==> src/rtl/serial_add_ctrl.sv <==
// Bit-serial add/subtract engine: one full-adder cell is stepped LSB-first across
// WIDTH bit positions, sequenced by an IDLE/RUN/DONE FSM with valid/ready on both sides.
module serial_add_ctrl #(
  parameter int WIDTH = 8,
  parameter int CW    = $clog2(WIDTH)
) (
  input  logic             clk,
  input  logic             rst,
  input  logic             in_valid,
  output logic             in_ready,
  input  logic             op,
  input  logic [WIDTH-1:0] a,
  input  logic [WIDTH-1:0] b,
  input  logic             cin,
  output logic             out_valid,
  input  logic             out_ready,
  output logic [WIDTH-1:0] sum,
  output logic             cout,
  output logic             ovf,
  output logic             busy
);

  typedef enum logic [1:0] {
    IDLE = 2'd0,
    RUN  = 2'd1,
    DONE = 2'd2
  } state_t;

  state_t           state_r;
  state_t           state_s;
  logic [CW-1:0]    cnt_r;
  logic             c_r;
  logic [WIDTH-1:0] sha_r;
  logic [WIDTH-1:0] shb_r;
  logic [WIDTH-1:0] res_r;
  logic [WIDTH-1:0] sum_r;
  logic             cout_r;
  logic             ovf_r;
  logic             in_ready_r;
  logic             out_valid_r;
  logic             busy_r;
  logic [1:0]       fa_s;
  logic             last_s;
  logic             accept_s;

  // Returns {carry, sum} of a single half adder.
  function automatic logic [1:0] half_add(input logic x, input logic y);
    return {x & y, x ^ y};
  endfunction

  // Full adder built from two half adders; the two partial carries are ORed.
  function automatic logic [1:0] full_add(input logic x, input logic y, input logic ci);
    logic [1:0] h1;
    logic [1:0] h2;
    h1 = half_add(x, y);
    h2 = half_add(h1[0], ci);
    return {h1[1] | h2[1], h2[0]};
  endfunction

  // Adder cell, last-step detect, and next-state selection.
  always_comb begin
    state_s  = state_r;
    fa_s     = full_add(sha_r[0], shb_r[0], c_r);
    last_s   = (cnt_r == CW'(WIDTH - 1));
    accept_s = (state_r == IDLE) && in_valid;
    case (state_r)
      IDLE: begin
        if (in_valid) state_s = RUN;
        else          state_s = IDLE;
      end
      RUN: begin
        if (last_s) state_s = DONE;
        else        state_s = RUN;
      end
      DONE: begin
        if (out_ready) state_s = IDLE;
        else           state_s = DONE;
      end
      default: state_s = IDLE;
    endcase
  end

  // State register with handshake/status flags registered from the next state.
  always_ff @(posedge clk) begin
    if (rst) begin
      state_r     <= IDLE;
      in_ready_r  <= 1'b1;
      out_valid_r <= 1'b0;
      busy_r      <= 1'b0;
    end else begin
      state_r     <= state_s;
      in_ready_r  <= (state_s == IDLE);
      out_valid_r <= (state_s == DONE);
      busy_r      <= (state_s == RUN);
    end
  end

  // Operand shifters, carry flop and result registers.
  always_ff @(posedge clk) begin
    if (rst) begin
      cnt_r  <= '0;
      c_r    <= 1'b0;
      sha_r  <= '0;
      shb_r  <= '0;
      res_r  <= '0;
      sum_r  <= '0;
      cout_r <= 1'b0;
      ovf_r  <= 1'b0;
    end else begin
      case (state_r)
        IDLE: begin
          if (accept_s) begin
            sha_r <= a;
            shb_r <= op ? ~b : b;
            c_r   <= op ? 1'b1 : cin;
            cnt_r <= '0;
          end
        end
        RUN: begin
          sha_r <= {1'b0, sha_r[WIDTH-1:1]};
          shb_r <= {1'b0, shb_r[WIDTH-1:1]};
          res_r <= {fa_s[0], res_r[WIDTH-1:1]};
          c_r   <= fa_s[1];
          cnt_r <= cnt_r + CW'(1);
          if (last_s) begin
            // c_r here is the carry into the MSB cell.
            sum_r  <= {fa_s[0], res_r[WIDTH-1:1]};
            cout_r <= fa_s[1];
            ovf_r  <= c_r ^ fa_s[1];
          end
        end
        default: begin
        end
      endcase
    end
  end

  assign in_ready  = in_ready_r;
  assign out_valid = out_valid_r;
  assign busy      = busy_r;
  assign sum       = sum_r;
  assign cout      = cout_r;
  assign ovf       = ovf_r;

endmodule

==> config.mk <==
export PLATFORM = sky130hd
export DESIGN_NAME = serial_add_ctrl
export DESIGN_NICKNAME = d
export VERILOG_FILES = /design/src/rtl/serial_add_ctrl.sv
export SDC_FILE = /design/constraint.sdc
export NUM_CORES = 1
export LEC_CHECK = 0
export CORE_ASPECT_RATIO = 0.9
export CORE_MARGIN = 3
export CORE_UTILIZATION = 54
export CTS_BUF_LIST = sky130_fd_sc_hd__clkbuf_16
export CTS_CLUSTER_DIAMETER = 120
export DETAILED_ROUTE_END_ITERATION = 16
export PLACE_DENSITY = 0.79
export SKIP_CTS_REPAIR_TIMING = 1
export SLEW_MARGIN = 15
export SYNTH_ARGS = -nofsm -noshare
export SYNTH_HDL_FRONTEND = slang
export SYNTH_SLANG_ARGS = --single-unit
==> constraint.sdc <==
create_clock -name clk -period 2.6 [get_ports clk]
set_input_delay 0.39 -clock clk [delete_from_list [all_inputs] [get_ports clk]]
set_output_delay 0.39 -clock clk [all_outputs]
set_load 0.02 [all_outputs]
Word level (Yosys, flattened, before mapping). Index checks and enable logic that the tools add are counted.

Reduce and logical (&&, ||, !) cells: 6. $mul: 0. Divide/modulo/power cells: 0. Multiplexer cells: 14. Add/subtract/negate cells: 1. Shift operators: 0. Bitwise gates (word level): 7. Equality and inequality tests: 6. Order comparisons: 0.

Operator list (count): case mux 8 bit (2 select lines) (2); 2-to-1 mux 8 bit (3); NOT 8 bit (1); case mux 2 bit (3 select lines) (1); case mux 3 bit (2 select lines) (1); == test 2 x 1 -> 1 bit (second input constant) (2); == test 2 bit (second input constant) (2); logical NOT 2 bit (2); 2-to-1 mux 2 bit (2); AND reduction 2 bit (2); adder 3 x 1 -> 3 bit (second input constant) (1); == test 3 bit (second input constant) (1); 2-to-1 mux 1 bit (3); 2-to-1 mux 3 bit (1); XOR 1 bit (3); AND 1 bit (2); inequality test 2 bit (second input constant) (1); case mux 1 bit (2 select lines) (1); nonzero test 2 bit (1); logical AND 1 bit (1); OR 1 bit (1).

Latch bits: 0. Memories kept: 0. Input port bits: 22. Flip-flop bits (word level): 43. Bits in writable memories: 0. Logic and storage cells: 46. Bits in read-only memories: 0. Output and inout bits: 13.

Longest topological paths before layout.
Depth after elaboration: 4. Mapped depth: 6. Gate-level depth less buffers: 5.

Worst setup path after synthesis. No wires, ideal clock.

Kind: flip-flop to flip-flop. From: register cnt_r[0]. To: register in_ready_r (netlist: in_ready). Arrival time: 1149 ps. Period minus slack after synthesis: 1267 ps. Stages on the path, launching flop included: 6. Required time: 2482 ps. Library setup time: 118 ps. Slack: 1333 ps. Path buffers: 0. Path through: dfxtp_1 ha_1 ha_1 or2b_1 a211oi_2 nor2_1.

Word-level cells in the longest chain between the ends: 4.

RTL lines: start: declaration (line 31) `logic [CW-1:0] cnt_r;`; start signal: assignment (line 124) `cnt_r <= cnt_r + CW'(1);`; == test 3 bit (line 64) `last_s = (cnt_r == CW'(WIDTH - 1));`; 2-to-1 mux 2 bit (line 72) `if (last_s) state_s = DONE;`; case mux 2 bit (3 select lines) (line 66) `case (state_r)`; logical NOT 2 bit (line 92) `in_ready_r <= (state_s == IDLE);`; end signal: assignment (line 92); end: declaration (line 39) `logic in_ready_r;`.

Every way passes these cells. A chain may end at the register's enable or synchronous reset.

Worst setup path after layout.
From: input in_valid. To: register shb_r[4].

Word-level cells in the longest chain between the ends: 3.

RTL lines: start: declaration (line 9) `input logic in_valid,`; logical AND 1 bit (line 65) `accept_s = (state_r == IDLE) && in_valid;`; inequality test 2 bit (no source line); AND reduction 2 bit (no source line); end signal: assignment (line 114) `shb_r <= op ? ~b : b;`; end signal: assignment (line 121) `shb_r <= {1'b0, shb_r[WIDTH-1:1]};`; end: declaration (line 34) `logic [WIDTH-1:0] shb_r;`.

Every way passes these cells.

==> impl_metrics.py <==
metrics = {
    "run_status": {
        "status": "complete, no violations",
    },
    "route": {
        "first_pass_iters": 4,
        "routed_via_density": 5.52,
        "ant_nets": 0,
        "drtIter0Drc": 126,
        "drc_errors": 0,
        "vias": 1436,
        "drt-total-wl_um": 3570,
        "wl_per_cell_um": 13.7,
    },
    "clock_network": {
        "clk_pin_slew_ps": 60,
        "worstSkewPairLatency_ps": 280,
        "numCtsBuffers": 5,
        "clockRootBuffer": "clkbuf_16",
        "cts_num_sinks": 42,
        "htree_levels": 2,
        "cts_tree": "done",
        "cts_max_path_buffers": 2,
    },
    "floorplanning": {
        "die-area_mm2": 0.00399,
        "die_x_um": 66.3,
        "start_util_pct": 57.1,
        "row_count": 19,
        "core_area_mm2": 0.00309,
        "chipHeight_um": 60.2,
        "boundaryPins": 35,
    },
    "sta": {
        "setup_viol": 0,
        "rsz0062_at_grt": "no",
        "final_max_slew_viol_count": 0,
        "skew_ps": 5.05,
        "setup_tns_ps": 0,
        "hold_slack_ps": 453,
        "worst_slew_margin_rel_pct": 60.7,
        "fin_crit_ps": 1700,
        "fmax_mhz": 589,
        "period_share_pct": 65.4,
        "hold_viol": 0,
        "setup_ws_ps": 901,
        "worstMarginPinSlew_ps": 587,
    },
    "critical_path": {
        "cp_max_fo": 13,
        "crit_path_start_kind": "input port",
        "crit_required_ps": 2800,
        "rr_startpoint": "state_r[0]",
        "rrSetupSlack_ps": 1040,
        "r2r_cells": 3,
        "critical_path.top_delay_family": "compound AO/OA/AOI/OAI gates",
        "critPathArrivalTime_ps": 1900,
        "rr_endpoint": "in_ready",
        "crit_buf_inv": 1,
        "critPathKind": "in -> reg",
        "cp-end-kind": "register",
        "max_stage_delay_ps": 600,
        "path_cells": "clkdlybuf4s50_1 -> o21bai_2 -> a22oi_1 -> o22ai_1",
        "slowest_stage": "clkdlybuf4s50_1",
    },
    "yosys": {
        "syn_avg_cell_area_um2": 9.29,
        "syn_area_mm2": 0.00177,
        "yosysWarnings": 0,
        "syn_inst": 190,
        "yosysUniqueCellTypes": 34,
        "synth_seq_cells": 42,
        "syn_nets": 215,
        "synthArstFlopShare_pct": 0,
        "seq_area_frac_synth_pct": 47.6,
        "synth_edf_count": 0,
        "synthFlopType": "dfxtp_1",
    },
    "hold_path": {
        "worst_hold_path.endpoint": "sum[4]",
        "hold_path.class": "reg -> reg",
        "hp-start": "sum[4]",
        "min_path_cells": 2,
    },
    "grt": {
        "grt_usage_pct": 18.8,
        "grt_pass1_wl_um": 5670,
        "antenna_found_initial": 0,
        "grt_overflow": 0,
        "grt_max_degree": 27,
        "grt_pass1_vias": 1326,
    },
    "placed_design": {
        "port-buffer-count": 34,
        "placedCellCount": 253,
        "place.gp.congestion": 0.811,
        "place_worst_setup_slack_ps": 673,
        "dp_hpwl_um": 2420,
        "place_area_mm2": 0.00207,
    },
    "run": {
        "cap_violations": 0,
    },
    "layout": {
        "layout.cells.non_filler": 260,
        "fillers": 247,
        "final_common_cell": "dfxtp_1",
        "utilization_pct": 71.3,
        "final_layout_size_suffix_gt1_share_pct": 7.80,
        "final_cell_mix": "dfxtp_1 (42), clkdlybuf4s50_1 (34), nand2_1 (32)",
        "area_growth_pct": 24.7,
        "nets": 243,
        "fin_area_mm2": 0.00220,
        "regArea_um2": 841,
        "diodes": 0,
        "multi_input_area_um2": 818,
    },
    "pwr": {
        "p_per_area_mw_per_mm2": 650,
        "ir_worst_vdd_v": 0.000371,
        "totalPowerFinal_mw": 1.43,
        "power.leakage_nw": 0.769,
    },
}
-- power breakdown --
group,total (mW),internal (mW),switching [mW]
Sequential,0.698,0.675,0.0234
Clock,0.572,0.346,0.227
Combinational,0.161,0.0834,0.0778
Total,1.43,1.10,0.328
-- tightest hold or removal path, cell delays in order (launching register included) --
cell     delay [ps]
dfxtp_1         300
nand2_1          50
a21oi_1          50
-- routing by layer --
metal	part of all wire, %	track usage [%]	up-vias
li1	-	-	719
met1	43	20.4	661
met2	49	34.9	49
met3	6.5	4.89	7
met4	1.5	7.25	0
met5	0	0	-
-- worst max-delay path by stage --
stage	startpoint	end	slack, ps	cells after the start
5_1_grt	in_valid	shb_r[4]	800	4
4_1_cts	in_valid	shb_r[4]	930	4
3_3_place_gp	in_valid	shb_r[0]	720	4
3_5_place_dp	in_valid	shb_r[3]	670	4
2_1_floorplan	cnt_r[0]	in_ready	1330	5
6_report	in_valid	shb_r[4]	900	4
-- logic make-up after synthesis --
kind of cell	Yosys count	synth area share (%)
mux	1	0.567
fa+ha+maj	3	2.55
buf+inv	16	6.02
compound gates	57	22.7
xor+xnor	9	4.47
simple gates	62	16.1
flops	42	47.6
-- synthesized netlist by cell type, drive strengths merged (2+ instances only) --
library cell | instances | share of area, %
dfxtp | 42 | 48
a21oi | 18 | 5.3
a211oi | 10 | 4.5
xnor2 | 8 | 4.0
a22oi | 11 | 4.7
inv | 2 | 0.43
nor2 | 20 | 4.3
ha | 2 | 1.4
buf | 9 | 4.5
o22ai | 9 | 3.2
or2b | 2 | 1.1
nand2b | 2 | 0.85
nand3b | 2 | 0.85
clkbuf | 5 | 1.1
o2bb2ai | 5 | 2.5
nand2 | 32 | 6.8
-- flip-flops by register name, indices dropped and copies added, names as in the netlist --
register,count
in_ready,1
sum,8
cout,1
res_r,7
out_valid,1
state_r,2
busy,1
c_r,1
shb_r,8
ovf,1
cnt_r,3
sha_r,8
-- final cells by class --
type	count	area share (%)
clock inverters	2	0.455
well taps	42	2.39
inverters	2	0.341
clock buffers	5	5.68
repair buffers	35	15.8
multi-input cells	132	37.2
flip-flops and latches	42	38.2
(Power assumes the default switching activity.)
